`src/rtl/fp_console_responder_pkg.sv`:
```
// Shared types and constants for the front-panel console responder.
package fp_console_responder_pkg;

  localparam int unsigned WORD_W = 12;

  typedef logic [WORD_W-1:0] word_t;

  localparam logic [1:0] DISP_PC = 2'b00;
  localparam logic [1:0] DISP_AC = 2'b01;
  localparam logic [1:0] DISP_MA = 2'b10;
  localparam logic [1:0] DISP_MB = 2'b11;

  typedef enum logic [2:0] {
    IDLE,
    DEP_WAIT,
    DEP_INC,
    STEP_WAIT,
    RUN_START,
    RUN_WAIT,
    HALT_P
  } state_e;

  // Deposit transaction latched when the strobe is accepted.
  typedef struct packed {
    word_t addr;
    word_t data;
  } deposit_t;

endpackage

```
`src/rtl/fp_console_responder_if.sv`:
```
// Panel, CPU-core and memory-write signals seen by the console responder.
interface fp_console_responder_if;
  import fp_console_responder_pkg::*;

  logic        run;
  logic        step;
  logic        loadpc;
  logic        loadac;
  logic        deposit;
  word_t       swreg;
  logic [1:0]  dispsel;
  word_t       dispout;
  logic        linkout;
  logic        halt;
  word_t       cpu_pc;
  word_t       cpu_ac;
  word_t       cpu_ma;
  word_t       cpu_mb;
  logic        cpu_link;
  logic        pc_load;
  logic        ac_load;
  word_t       load_value;
  logic        instr_start;
  logic        instr_done;
  logic        hlt_exec;
  logic        mem_req;
  word_t       mem_addr;
  word_t       mem_wdata;
  logic        mem_ack;
  logic        dep_err;

  modport master (
    input  run, step, loadpc, loadac, deposit, swreg, dispsel,
    input  cpu_pc, cpu_ac, cpu_ma, cpu_mb, cpu_link,
    input  instr_done, hlt_exec, mem_ack,
    output dispout, linkout, halt, pc_load, ac_load, load_value,
    output instr_start, mem_req, mem_addr, mem_wdata, dep_err
  );

  modport slave (
    output run, step, loadpc, loadac, deposit, swreg, dispsel,
    output cpu_pc, cpu_ac, cpu_ma, cpu_mb, cpu_link,
    output instr_done, hlt_exec, mem_ack,
    input  dispout, linkout, halt, pc_load, ac_load, load_value,
    input  instr_start, mem_req, mem_addr, mem_wdata, dep_err
  );

endinterface

```
`src/rtl/fp_disp_mux.sv`:
```
// Registered 4:1 display select of CPU registers plus registered link bit.
module fp_disp_mux
  import fp_console_responder_pkg::*;
(
  input  logic       clock,
  input  logic       reset,
  input  logic [1:0] dispsel,
  input  word_t      cpu_pc,
  input  word_t      cpu_ac,
  input  word_t      cpu_ma,
  input  word_t      cpu_mb,
  input  logic       cpu_link,
  output word_t      dispout,
  output logic       linkout
);

  word_t sel_c;

  always_comb begin
    sel_c = cpu_pc;
    case (dispsel)
      DISP_PC: sel_c = cpu_pc;
      DISP_AC: sel_c = cpu_ac;
      DISP_MA: sel_c = cpu_ma;
      DISP_MB: sel_c = cpu_mb;
      default: sel_c = cpu_pc;
    endcase
  end

  always_ff @(posedge clock or posedge reset) begin
    if (reset) begin
      dispout <= '0;
      linkout <= 1'b0;
    end else begin
      dispout <= sel_c;
      linkout <= cpu_link;
    end
  end

endmodule

```
`src/rtl/fp_console_responder.sv`:
```
// CPU-side front-panel endpoint: sequences PC/AC loads, deposits and
// step/run execution, and returns display word, link and halt pulse.
module fp_console_responder
  import fp_console_responder_pkg::*;
#(
  parameter int unsigned HALT_PULSE  = 1,
  parameter int unsigned ACK_TIMEOUT = 255
) (
  input  logic                  clock,
  input  logic                  reset,
  fp_console_responder_if.master bus
);

  localparam int unsigned TMO_W = $clog2(ACK_TIMEOUT + 1);
  localparam int unsigned HP_W  = 4;

  state_e           state_q, state_d;
  logic [TMO_W-1:0] tmo_q, tmo_d;
  logic [HP_W-1:0]  hp_q, hp_d;
  deposit_t         dep_q, dep_d;
  word_t            load_value_q, load_value_d;
  logic             pc_load_q, pc_load_d;
  logic             ac_load_q, ac_load_d;
  logic             instr_start_q, instr_start_d;
  logic             mem_req_q, mem_req_d;
  logic             dep_err_q, dep_err_d;
  logic             halt_q, halt_d;
  word_t            disp_q;
  logic             link_q;

  always_ff @(posedge clock or posedge reset) begin
    if (reset) begin
      state_q       <= IDLE;
      tmo_q         <= '0;
      hp_q          <= '0;
      dep_q         <= '0;
      load_value_q  <= '0;
      pc_load_q     <= 1'b0;
      ac_load_q     <= 1'b0;
      instr_start_q <= 1'b0;
      mem_req_q     <= 1'b0;
      dep_err_q     <= 1'b0;
      halt_q        <= 1'b0;
    end else begin
      state_q       <= state_d;
      tmo_q         <= tmo_d;
      hp_q          <= hp_d;
      dep_q         <= dep_d;
      load_value_q  <= load_value_d;
      pc_load_q     <= pc_load_d;
      ac_load_q     <= ac_load_d;
      instr_start_q <= instr_start_d;
      mem_req_q     <= mem_req_d;
      dep_err_q     <= dep_err_d;
      halt_q        <= halt_d;
    end
  end

  // Next state and next registered outputs; run outranks every strobe.
  always_comb begin
    state_d       = state_q;
    tmo_d         = tmo_q;
    hp_d          = hp_q;
    dep_d         = dep_q;
    load_value_d  = '0;
    pc_load_d     = 1'b0;
    ac_load_d     = 1'b0;
    instr_start_d = 1'b0;
    mem_req_d     = mem_req_q;
    dep_err_d     = dep_err_q;
    halt_d        = 1'b0;
    case (state_q)
      IDLE: begin
        if (bus.run) begin
          state_d = RUN_START;
        end else if (bus.loadpc) begin
          pc_load_d    = 1'b1;
          load_value_d = bus.swreg;
          dep_err_d    = 1'b0;
        end else if (bus.loadac) begin
          ac_load_d    = 1'b1;
          load_value_d = bus.swreg;
          dep_err_d    = 1'b0;
        end else if (bus.deposit) begin
          dep_d     = '{addr: bus.cpu_pc, data: bus.swreg};
          mem_req_d = 1'b1;
          tmo_d     = '0;
          dep_err_d = 1'b0;
          state_d   = DEP_WAIT;
        end else if (bus.step) begin
          instr_start_d = 1'b1;
          dep_err_d     = 1'b0;
          state_d       = STEP_WAIT;
        end
      end
      DEP_WAIT: begin
        if (bus.mem_ack) begin
          mem_req_d = 1'b0;
          state_d   = DEP_INC;
        end else if (tmo_q == TMO_W'(ACK_TIMEOUT - 1)) begin
          mem_req_d = 1'b0;
          dep_err_d = 1'b1;
          state_d   = IDLE;
        end else begin
          tmo_d = tmo_q + TMO_W'(1);
        end
      end
      DEP_INC: begin
        pc_load_d    = 1'b1;
        load_value_d = dep_q.addr + WORD_W'(1);
        state_d      = IDLE;
      end
      STEP_WAIT: begin
        if (bus.instr_done) begin
          if (bus.hlt_exec) begin
            halt_d  = 1'b1;
            hp_d    = HP_W'(1);
            state_d = HALT_P;
          end else begin
            state_d = IDLE;
          end
        end
      end
      RUN_START: begin
        instr_start_d = 1'b1;
        state_d       = RUN_WAIT;
      end
      RUN_WAIT: begin
        if (bus.instr_done) begin
          if (bus.hlt_exec) begin
            halt_d  = 1'b1;
            hp_d    = HP_W'(1);
            state_d = HALT_P;
          end else if (!bus.run) begin
            state_d = IDLE;
          end else begin
            state_d = RUN_START;
          end
        end
      end
      HALT_P: begin
        if (hp_q == HP_W'(HALT_PULSE)) begin
          state_d = IDLE;
        end else begin
          halt_d = 1'b1;
          hp_d   = hp_q + HP_W'(1);
        end
      end
      default: state_d = IDLE;
    endcase
  end

  fp_disp_mux u_disp (
    .clock    (clock),
    .reset    (reset),
    .dispsel  (bus.dispsel),
    .cpu_pc   (bus.cpu_pc),
    .cpu_ac   (bus.cpu_ac),
    .cpu_ma   (bus.cpu_ma),
    .cpu_mb   (bus.cpu_mb),
    .cpu_link (bus.cpu_link),
    .dispout  (disp_q),
    .linkout  (link_q)
  );

  assign bus.dispout     = disp_q;
  assign bus.linkout     = link_q;
  assign bus.pc_load     = pc_load_q;
  assign bus.ac_load     = ac_load_q;
  assign bus.load_value  = load_value_q;
  assign bus.instr_start = instr_start_q;
  assign bus.mem_req     = mem_req_q;
  assign bus.mem_addr    = dep_q.addr;
  assign bus.mem_wdata   = dep_q.data;
  assign bus.dep_err     = dep_err_q;
  assign bus.halt        = halt_q;

endmodule

```
`src/flat_wrapper.sv`:
```
// flat-port wrapper written by rule: the top's interface ports become plain ports
module fp_console_responder_flat import fp_console_responder_pkg::*;
#(
  parameter int unsigned HALT_PULSE  = 1,
  parameter int unsigned ACK_TIMEOUT = 255
)
  (clock, reset, bus_run, bus_step, bus_loadpc, bus_loadac, bus_deposit, bus_swreg, bus_dispsel, bus_cpu_pc, bus_cpu_ac, bus_cpu_ma, bus_cpu_mb, bus_cpu_link, bus_instr_done, bus_hlt_exec, bus_mem_ack, bus_dispout, bus_linkout, bus_halt, bus_pc_load, bus_ac_load, bus_load_value, bus_instr_start, bus_mem_req, bus_mem_addr, bus_mem_wdata, bus_dep_err);
  fp_console_responder_if bus_i ();
  input  logic clock;
  input  logic reset;
  input wire logic [$bits(bus_i.run)-1:0] bus_run;
  input wire logic [$bits(bus_i.step)-1:0] bus_step;
  input wire logic [$bits(bus_i.loadpc)-1:0] bus_loadpc;
  input wire logic [$bits(bus_i.loadac)-1:0] bus_loadac;
  input wire logic [$bits(bus_i.deposit)-1:0] bus_deposit;
  input wire logic [$bits(bus_i.swreg)-1:0] bus_swreg;
  input wire logic [$bits(bus_i.dispsel)-1:0] bus_dispsel;
  input wire logic [$bits(bus_i.cpu_pc)-1:0] bus_cpu_pc;
  input wire logic [$bits(bus_i.cpu_ac)-1:0] bus_cpu_ac;
  input wire logic [$bits(bus_i.cpu_ma)-1:0] bus_cpu_ma;
  input wire logic [$bits(bus_i.cpu_mb)-1:0] bus_cpu_mb;
  input wire logic [$bits(bus_i.cpu_link)-1:0] bus_cpu_link;
  input wire logic [$bits(bus_i.instr_done)-1:0] bus_instr_done;
  input wire logic [$bits(bus_i.hlt_exec)-1:0] bus_hlt_exec;
  input wire logic [$bits(bus_i.mem_ack)-1:0] bus_mem_ack;
  output wire logic [$bits(bus_i.dispout)-1:0] bus_dispout;
  output wire logic [$bits(bus_i.linkout)-1:0] bus_linkout;
  output wire logic [$bits(bus_i.halt)-1:0] bus_halt;
  output wire logic [$bits(bus_i.pc_load)-1:0] bus_pc_load;
  output wire logic [$bits(bus_i.ac_load)-1:0] bus_ac_load;
  output wire logic [$bits(bus_i.load_value)-1:0] bus_load_value;
  output wire logic [$bits(bus_i.instr_start)-1:0] bus_instr_start;
  output wire logic [$bits(bus_i.mem_req)-1:0] bus_mem_req;
  output wire logic [$bits(bus_i.mem_addr)-1:0] bus_mem_addr;
  output wire logic [$bits(bus_i.mem_wdata)-1:0] bus_mem_wdata;
  output wire logic [$bits(bus_i.dep_err)-1:0] bus_dep_err;
  assign bus_i.run = bus_run;
  assign bus_i.step = bus_step;
  assign bus_i.loadpc = bus_loadpc;
  assign bus_i.loadac = bus_loadac;
  assign bus_i.deposit = bus_deposit;
  assign bus_i.swreg = bus_swreg;
  assign bus_i.dispsel = bus_dispsel;
  assign bus_i.cpu_pc = bus_cpu_pc;
  assign bus_i.cpu_ac = bus_cpu_ac;
  assign bus_i.cpu_ma = bus_cpu_ma;
  assign bus_i.cpu_mb = bus_cpu_mb;
  assign bus_i.cpu_link = bus_cpu_link;
  assign bus_i.instr_done = bus_instr_done;
  assign bus_i.hlt_exec = bus_hlt_exec;
  assign bus_i.mem_ack = bus_mem_ack;
  assign bus_dispout = bus_i.dispout;
  assign bus_linkout = bus_i.linkout;
  assign bus_halt = bus_i.halt;
  assign bus_pc_load = bus_i.pc_load;
  assign bus_ac_load = bus_i.ac_load;
  assign bus_load_value = bus_i.load_value;
  assign bus_instr_start = bus_i.instr_start;
  assign bus_mem_req = bus_i.mem_req;
  assign bus_mem_addr = bus_i.mem_addr;
  assign bus_mem_wdata = bus_i.mem_wdata;
  assign bus_dep_err = bus_i.dep_err;
  fp_console_responder #(.HALT_PULSE(HALT_PULSE), .ACK_TIMEOUT(ACK_TIMEOUT)) u_core (.clock(clock), .reset(reset), .bus(bus_i));
endmodule
```
`config.mk`:
```
export PLATFORM = sky130hd
export DESIGN_NAME = fp_console_responder_flat
export DESIGN_NICKNAME = d
export VERILOG_FILES = /design/src/rtl/fp_console_responder_pkg.sv /design/src/rtl/fp_console_responder_if.sv /design/src/rtl/fp_disp_mux.sv /design/src/rtl/fp_console_responder.sv /design/src/flat_wrapper.sv
export SDC_FILE = /design/constraint.sdc
export NUM_CORES = 1
export LEC_CHECK = 0
export CAP_MARGIN = 40
export CORE_MARGIN = 4
export CORE_UTILIZATION = 37
export CTS_CLUSTER_DIAMETER = 100
export CTS_CLUSTER_SIZE = 20
export DETAILED_ROUTE_END_ITERATION = 8
export PLACE_DENSITY = 0.67
export SLEW_MARGIN = 20
export SYNTH_ARGS = -nofsm -noshare
export SYNTH_HDL_FRONTEND = slang
export SYNTH_SLANG_ARGS = --single-unit
```
`constraint.sdc`:
```
create_clock -name clock -period 2.8 [get_ports clock]
set_input_delay 0.56 -clock clock [delete_from_list [all_inputs] [get_ports clock]]
set_output_delay 0.56 -clock clock [all_outputs]
set_load 0.01 [all_outputs]
```
==> flow_summary.ini, run 1 <==
[status]
status = complete, no violations

[global_route]
grt_overflow = 0
grt_start_max_net_pins = 41
grt_first_pass_wirelength_microns = 13300
grt_pass1_vias = 2747
track_usage = 0.164
antenna_found_initial = 0

[clock_tree]
postCtsHoldBufs = 0
path_clk_slew_ns = 0.07
cts_tree = done
cts_sinks = 70
numCtsBuffers = 9
insertion_delay_ns = 0.35
cts_resized = 0
clockRootBuffer = clkbuf_8
clockBufferDepth = 2
h-tree-depth = 3
cts_setup_buffers = 0

[timing]
slew_headroom = 0.676
finalHoldViolations = 0
period_needed_ns = 2.25
tightest_slew_ns = 0.482
whs_ns = 0.498
fin_crit_sh = 0.803
skew_ns = 0.00883
slew_viol_final = 0
max_freq_mhz = 445
finalSetupTns_ns = 0
rsz0062_at_grt = no
final-setup-viol-count = 0

[detailed_routing]
wl_per_cell_microns = 16.4
drtPass1Iterations = 4
via_per_inst = 5.19
vias = 2695
drtIter0Drc = 102
ant_nets = 0
drt-total-wl_microns = 8510
drc = 0

[logic_synthesis]
synthTopCellsByArea = dfrtp_1 53%, mux2_2 8.2%, mux4_2 8.2%, o21ai_0 3.0%, nand2_1 2.3%
syn_inst = 271
synth_xor_area_frac = 0.0292
synth.top_cell.area_share = 0.531
synth_edf_count = 0
synthMuxAreaShare = 0.186
yosysWarnings = 0
async_reset_ff_frac = 1.00
syn_nets = 349
ys_ff_latch = 70
syn-cell-area_sq_um = 3300
synth_flop_cell = dfrtp_1
avgSynthCellArea_sq_um = 12.2
ys_types = 45
synth_compound_area_frac = 0.0944
synth_area_leader_cell = dfrtp_1
synthAdderAreaFrac = 0.0190
synth_top_family_by_area = multiplexers
synth-seq-area-share = 0.531
yosys.area_share.simple = 0.110

[placed_design]
io_buffers = 127
gp_congestion = 0.821
hpwlAfterDp_microns = 6650

[setup_path]
worst_path_max_delay_cell = or3b_1
cp.required_ns = 3.03
critPathMaxFanout = 11
crit_chain = or3b_1 > a311o_1 > nand2_1 > mux2_2
timing.rr.end = u_core.tmo_q[1]
end_kind = flip-flop
r2r_setup_slack_ns = 0.55
crit_start = u_core.state_q[2]
cpPeakStageDelay_ns = 0.60
crit_path_start_kind = flip-flop
endpoint = u_core.tmo_q[1]
worstPathArrival_ns = 2.48
cp.depth = 4
critPathBufInv = 0
reg2reg_depth = 4
worstSetupPathType = reg2reg
rr_startpoint = u_core.state_q[2]
crit_family = simple AND/OR/NAND/NOR gates

[final_layout]
nFillCells = 740
area_growth_pct = 49.8
drive_above_1_share = 0.156
n_antenna_cell = 0
final_nets = 484

[power]
p_sw_mw = 1.34
clkPwrFrac = 0.222
leakage_nw = 2.08
powerDensity_nw_per_um2 = 830
p_int_mw = 2.77
total_power_mw = 4.10
swShare = 0.326
ir_worst_vdd_v = 0.000279
power_frac_comb = 0.384
p_seq_frac = 0.394

[hold_path]
worstHoldPathType = reg2reg

[die]
dieWidth_microns = 102
initial_core_util = 0.378
rows = 34
die_h_microns = 102
core_sq_um = 8720
ioPinCount = 128
dieArea_sq_um = 10500

[run]
drv_cap = 0
[synth_stat cells, types with 2 or more instances]
| cell type | instances |
|---|---|
| dfrtp_1 | 70 |
| mux2_2 | 24 |
| nand2_1 | 20 |
| o21ai_0 | 20 |
| inv_1 | 13 |
| nand3_1 | 13 |
| mux4_2 | 12 |
| nor2_1 | 12 |
| buf_2 | 8 |
| xnor2_1 | 8 |
| a21oi_1 | 6 |
| ha_1 | 5 |
| mux2i_1 | 5 |
| nand4_1 | 4 |
| nor3_1 | 4 |
| a41oi_1 | 3 |
| and2_1 | 3 |
| and3_1 | 3 |
| clkbuf_1 | 3 |
| nor4_1 | 3 |
| o31ai_1 | 3 |
| xor2_1 | 3 |
| a31oi_1 | 2 |
| mux2_1 | 2 |
| nand3b_1 | 2 |
[layer usage]
layer | global-route usage | up-vias | share of wire
li1 | - | 1263 | -
met4 | 0.0706 | 0 | 0.021
met2 | 0.268 | 82 | 0.50
met3 | 0.0341 | 14 | 0.056
met5 | 0 | - | 0
met1 | 0.211 | 1336 | 0.42
[registers in the layout, indices dropped and copies added, names as in the netlist, 3 cells and up]
name / count
u_core.hp_q: 4
u_core.state_q: 3
u_core.bus.mem_wdata: 12
u_core.bus.load_value: 12
u_core.tmo_q: 8
u_core.bus.mem_addr: 12
u_core.u_disp.dispout: 12
[how the worst min path moves through the flow]
| stage | start | end | slack [ns] | cells past startpoint |
|---|---|---|---|---|
| 3_3_place_gp | u_core.hp_q[3] | u_core.hp_q[3] | 0.47 | 1 |
| 4_1_cts | u_core.tmo_q[3] | u_core.tmo_q[3] | 0.50 | 1 |
| 3_5_place_dp | u_core.hp_q[3] | u_core.hp_q[3] | 0.47 | 1 |
| 6_report | u_core.tmo_q[3] | u_core.tmo_q[3] | 0.50 | 1 |
| 2_1_floorplan | u_core.hp_q[3] | u_core.hp_q[3] | 0.44 | 1 |
| 5_1_grt | u_core.bus.mem_wdata[4] | u_core.bus.mem_wdata[4] | 0.52 | 1 |
[kinds of logic (layout without fill, tap and decap cells)]
kind of cell             count (synthesis)  after routing
AND/OR/NAND/NOR                         71             71
flip-flops                              70             70
AO/OA/AOI/OAI                           46             46
multiplexers                            43             43
buffers and inverters                   25            165
XOR/XNOR                                11             11
adder cells (fa/ha/maj)                  5              5
[through the flow]
| stage | cells | cell area [sq um] | util | setup WS (ns) |
|---|---|---|---|---|
| finish | 519 | 4940 | 0.567 | 0.550 |
| global route | 519 | 4940 | 0.567 | 0.426 |
| CTS | 519 | 4940 | 0.567 | 0.546 |
| detailed placement | 503 | 4720 | 0.541 | 0.328 |
| global placement | 503 | 4720 | 0.541 | 0.393 |
| floorplan | 271 | 3300 | - | 0.472 |
[area by class of cell]
| type | instances | area, sq um | area share |
|---|---|---|---|
| tap | 108 | 135 | 0.0273 |
| inverter | 13 | 48.8 | 0.00987 |
| sequential | 70 | 1750 | 0.354 |
| clock buffer | 11 | 141 | 0.0286 |
| multi-input combinational | 176 | 1450 | 0.292 |
| clock inverter | 5 | 82.6 | 0.0167 |
| timing repair buffer | 136 | 1340 | 0.271 |
[placed cells by master (no fill, tap or decap), types with 5 or more instances in the layout]
| cell | count |
|---|---|
| a21oi_1 | 6 |
| buf_4 | 9 |
| clkbuf_8 | 10 |
| clkdlybuf4s50_1 | 127 |
| dfrtp_1 | 70 |
| ha_1 | 5 |
| inv_1 | 12 |
| mux2_2 | 24 |
| mux2i_1 | 5 |
| mux4_2 | 12 |
| nand2_1 | 20 |
| nand3_1 | 13 |
| nor2_1 | 12 |
| o21ai_0 | 20 |
| xnor2_1 | 8 |
[power groups by stage]
stage / logic [mW] / clock network [mW] / registers (mW)
6_report: 1.58 / 0.911 / 1.62
2_1_floorplan: 0.692 / 0 / 1.68
4_1_cts: 1.60 / 0.931 / 1.62
3_5_place_dp: 1.59 / 0 / 1.64
3_3_place_gp: 1.57 / 0 / 1.62
5_1_grt: 1.72 / 0.976 / 1.66
(Power assumes the default switching activity.)
==> inputs of run 2 (changes only) <==
Settings changed: PLACE_DENSITY 0.67 to 0.69.
Clock period 2.8 ns to 1.88 ns, I/O delays scaled along.
==> flow_summary.ini, run 2 (same netlist as run 1, synthesis figures left out) <==
[status]
status = complete, no violations

[detailed_routing]
drt-total-wl_microns = 8650
drc = 0
drtPass1Iterations = 4
wl_per_cell_microns = 16.0
vias = 2755
ant_nets = 0
via_per_inst = 5.09
drtIter0Drc = 89

[setup_path]
crit_path_start_kind = flip-flop
cp.required_ns = 2.10
r2r_setup_slack_ns = 0.07
worstPathArrival_ns = 2.04
end_kind = flip-flop
worstSetupPathType = reg2reg
cpPeakStageDelay_ns = 0.44
worst_path_max_delay_cell = dfrtp_2
critPathMaxFanout = 6
crit_chain = or3b_4 > a311o_1 > nand2_1 > mux2_2

[placed_design]
placed_cells = 524
placed_area_sq_um = 4910
hpwlAfterDp_microns = 6830
io_buffers = 127
pre_cts_slack_ns = -0.188
gp_congestion = 0.920

[timing]
slew_viol_final = 0
final-setup-viol-count = 0
skew_ns = 0.0102
tightest_slew_ns = 0.449
slew_headroom = 0.700
rsz0062_at_grt = no
fin_crit_sh = 0.964
finalHoldViolations = 0
period_needed_ns = 1.81
max_freq_mhz = 552
setup_ws_ns = 0.0675
whs_ns = 0.482

[global_route]
grt_start_max_net_pins = 71
grt_first_pass_wirelength_microns = 13300
grt_pass1_vias = 2711
grt_overflow = 0
track_usage = 0.163
antenna_found_initial = 0

[clock_tree]
path_clk_slew_ns = 0.07
postCtsHoldBufs = 0
h-tree-depth = 3
cts_tree = done
clockBufferDepth = 2
cts_sinks = 70
clockRootBuffer = clkbuf_8
insertion_delay_ns = 0.34
numCtsBuffers = 9

[die]
dieArea_sq_um = 10500
dieWidth_microns = 102
rows = 34
initial_core_util = 0.378
core_sq_um = 8720
ioPinCount = 128
die_h_microns = 102

[final_layout]
stdcell_area_sq_um = 5120
nFillCells = 744
final_nets = 506
drive_above_1_share = 0.215
area_growth_pct = 55.3
final_cell_mix = 127 x clkdlybuf4s50_1, 69 x dfrtp_1, 29 x buf_4
layout.cells.non_filler = 541
final_common_cell = clkdlybuf4s50_1
n_antenna_cell = 0

[power]
powerDensity_nw_per_um2 = 1200
ir_worst_vdd_v = 0.000457
total_power_mw = 6.13
leakage_nw = 2.18

[run]
drv_cap = 0

[hold_path]
worstHoldPathType = in2async
## run 2: cell types whose count changed in the layout (fill, tap and decap cells not counted), moves of 2 or more
cell / previous run / this run
buf_12: 0 / 2
buf_4: 9 / 29
bufinv_16: 2 / 0
clkinvlp_4: 0 / 3
or3b_4: 0 / 2
## run 2: stage by stage
step / util / setup TNS, ns
global placement: 0.563 / -2.94
finish: 0.588 / 0
detailed placement: 0.563 / -5.41
floorplan: - / 0
CTS: 0.585 / -0.0379
global route: 0.588 / 0
## run 2: path summary, 6_finish.rpt
kind | startpoint | endpoint | cells past startpoint
min in group clock | u_core.hp_q[3] | u_core.hp_q[3] | 1
max | u_core.state_q[1] | u_core.tmo_q[1] | 4
min | reset | u_core.hp_q[2] | 3
max in group asynchronous | reset | u_core.state_q[1] | 3
max reg2reg | u_core.state_q[1] | u_core.tmo_q[1] | 4
min reg2reg | u_core.hp_q[3] | u_core.hp_q[3] | 1
## run 2: cell type report
| cell class | instances | area, sq um | share of cell area |
|---|---|---|---|
| inverters | 13 | 52.6 | 0.0103 |
| flip-flops and latches | 70 | 1750 | 0.342 |
| clock inverters | 5 | 33.8 | 0.00659 |
| well taps | 108 | 135 | 0.0264 |
| clock buffers | 11 | 151 | 0.0295 |
| repair buffers | 158 | 1530 | 0.298 |
| multi-input cells | 176 | 1470 | 0.287 |
## run 2: critical path, delay by kind of cell, from the launching register on
kind,cells,cell delay [ns]
AND/OR/NAND/NOR,2,0.57
flip-flops,1,0.44
AO/OA/AOI/OAI,1,0.35
multiplexers,1,0.34
## run 2: repair_timing
| action | 4_1_cts | 5_1_grt |
|---|---|---|
| resized for setup | 2 | 4 |
| pin swaps | 0 | 2 |
| endpoints found under the setup margin | 8 | 13 |
| buffers inserted | 0 | 1 |
## run 2: report_power, final
group / leakage [nW] / total, mW / internal (mW) / switching [mW]
logic: 1.19 / 2.65 / 1.56 / 1.09
clock network: 0.0913 / 1.11 / 0.548 / 0.560
registers: 0.903 / 2.38 / 1.98 / 0.401
total: 2.18 / 6.13 / 4.09 / 2.05
## run 2: metal layers
layer / wire [microns] / global-route usage / vias up / part of all wire
met3: 491 / 0.0314 / 14 / 0.057
met1: 3580 / 0.206 / 1344 / 0.41
met4: 163 / 0.0646 / 0 / 0.019
met5: 0 / 0 / - / 0
met2: 4420 / 0.277 / 95 / 0.51
li1: - / - / 1302 / -
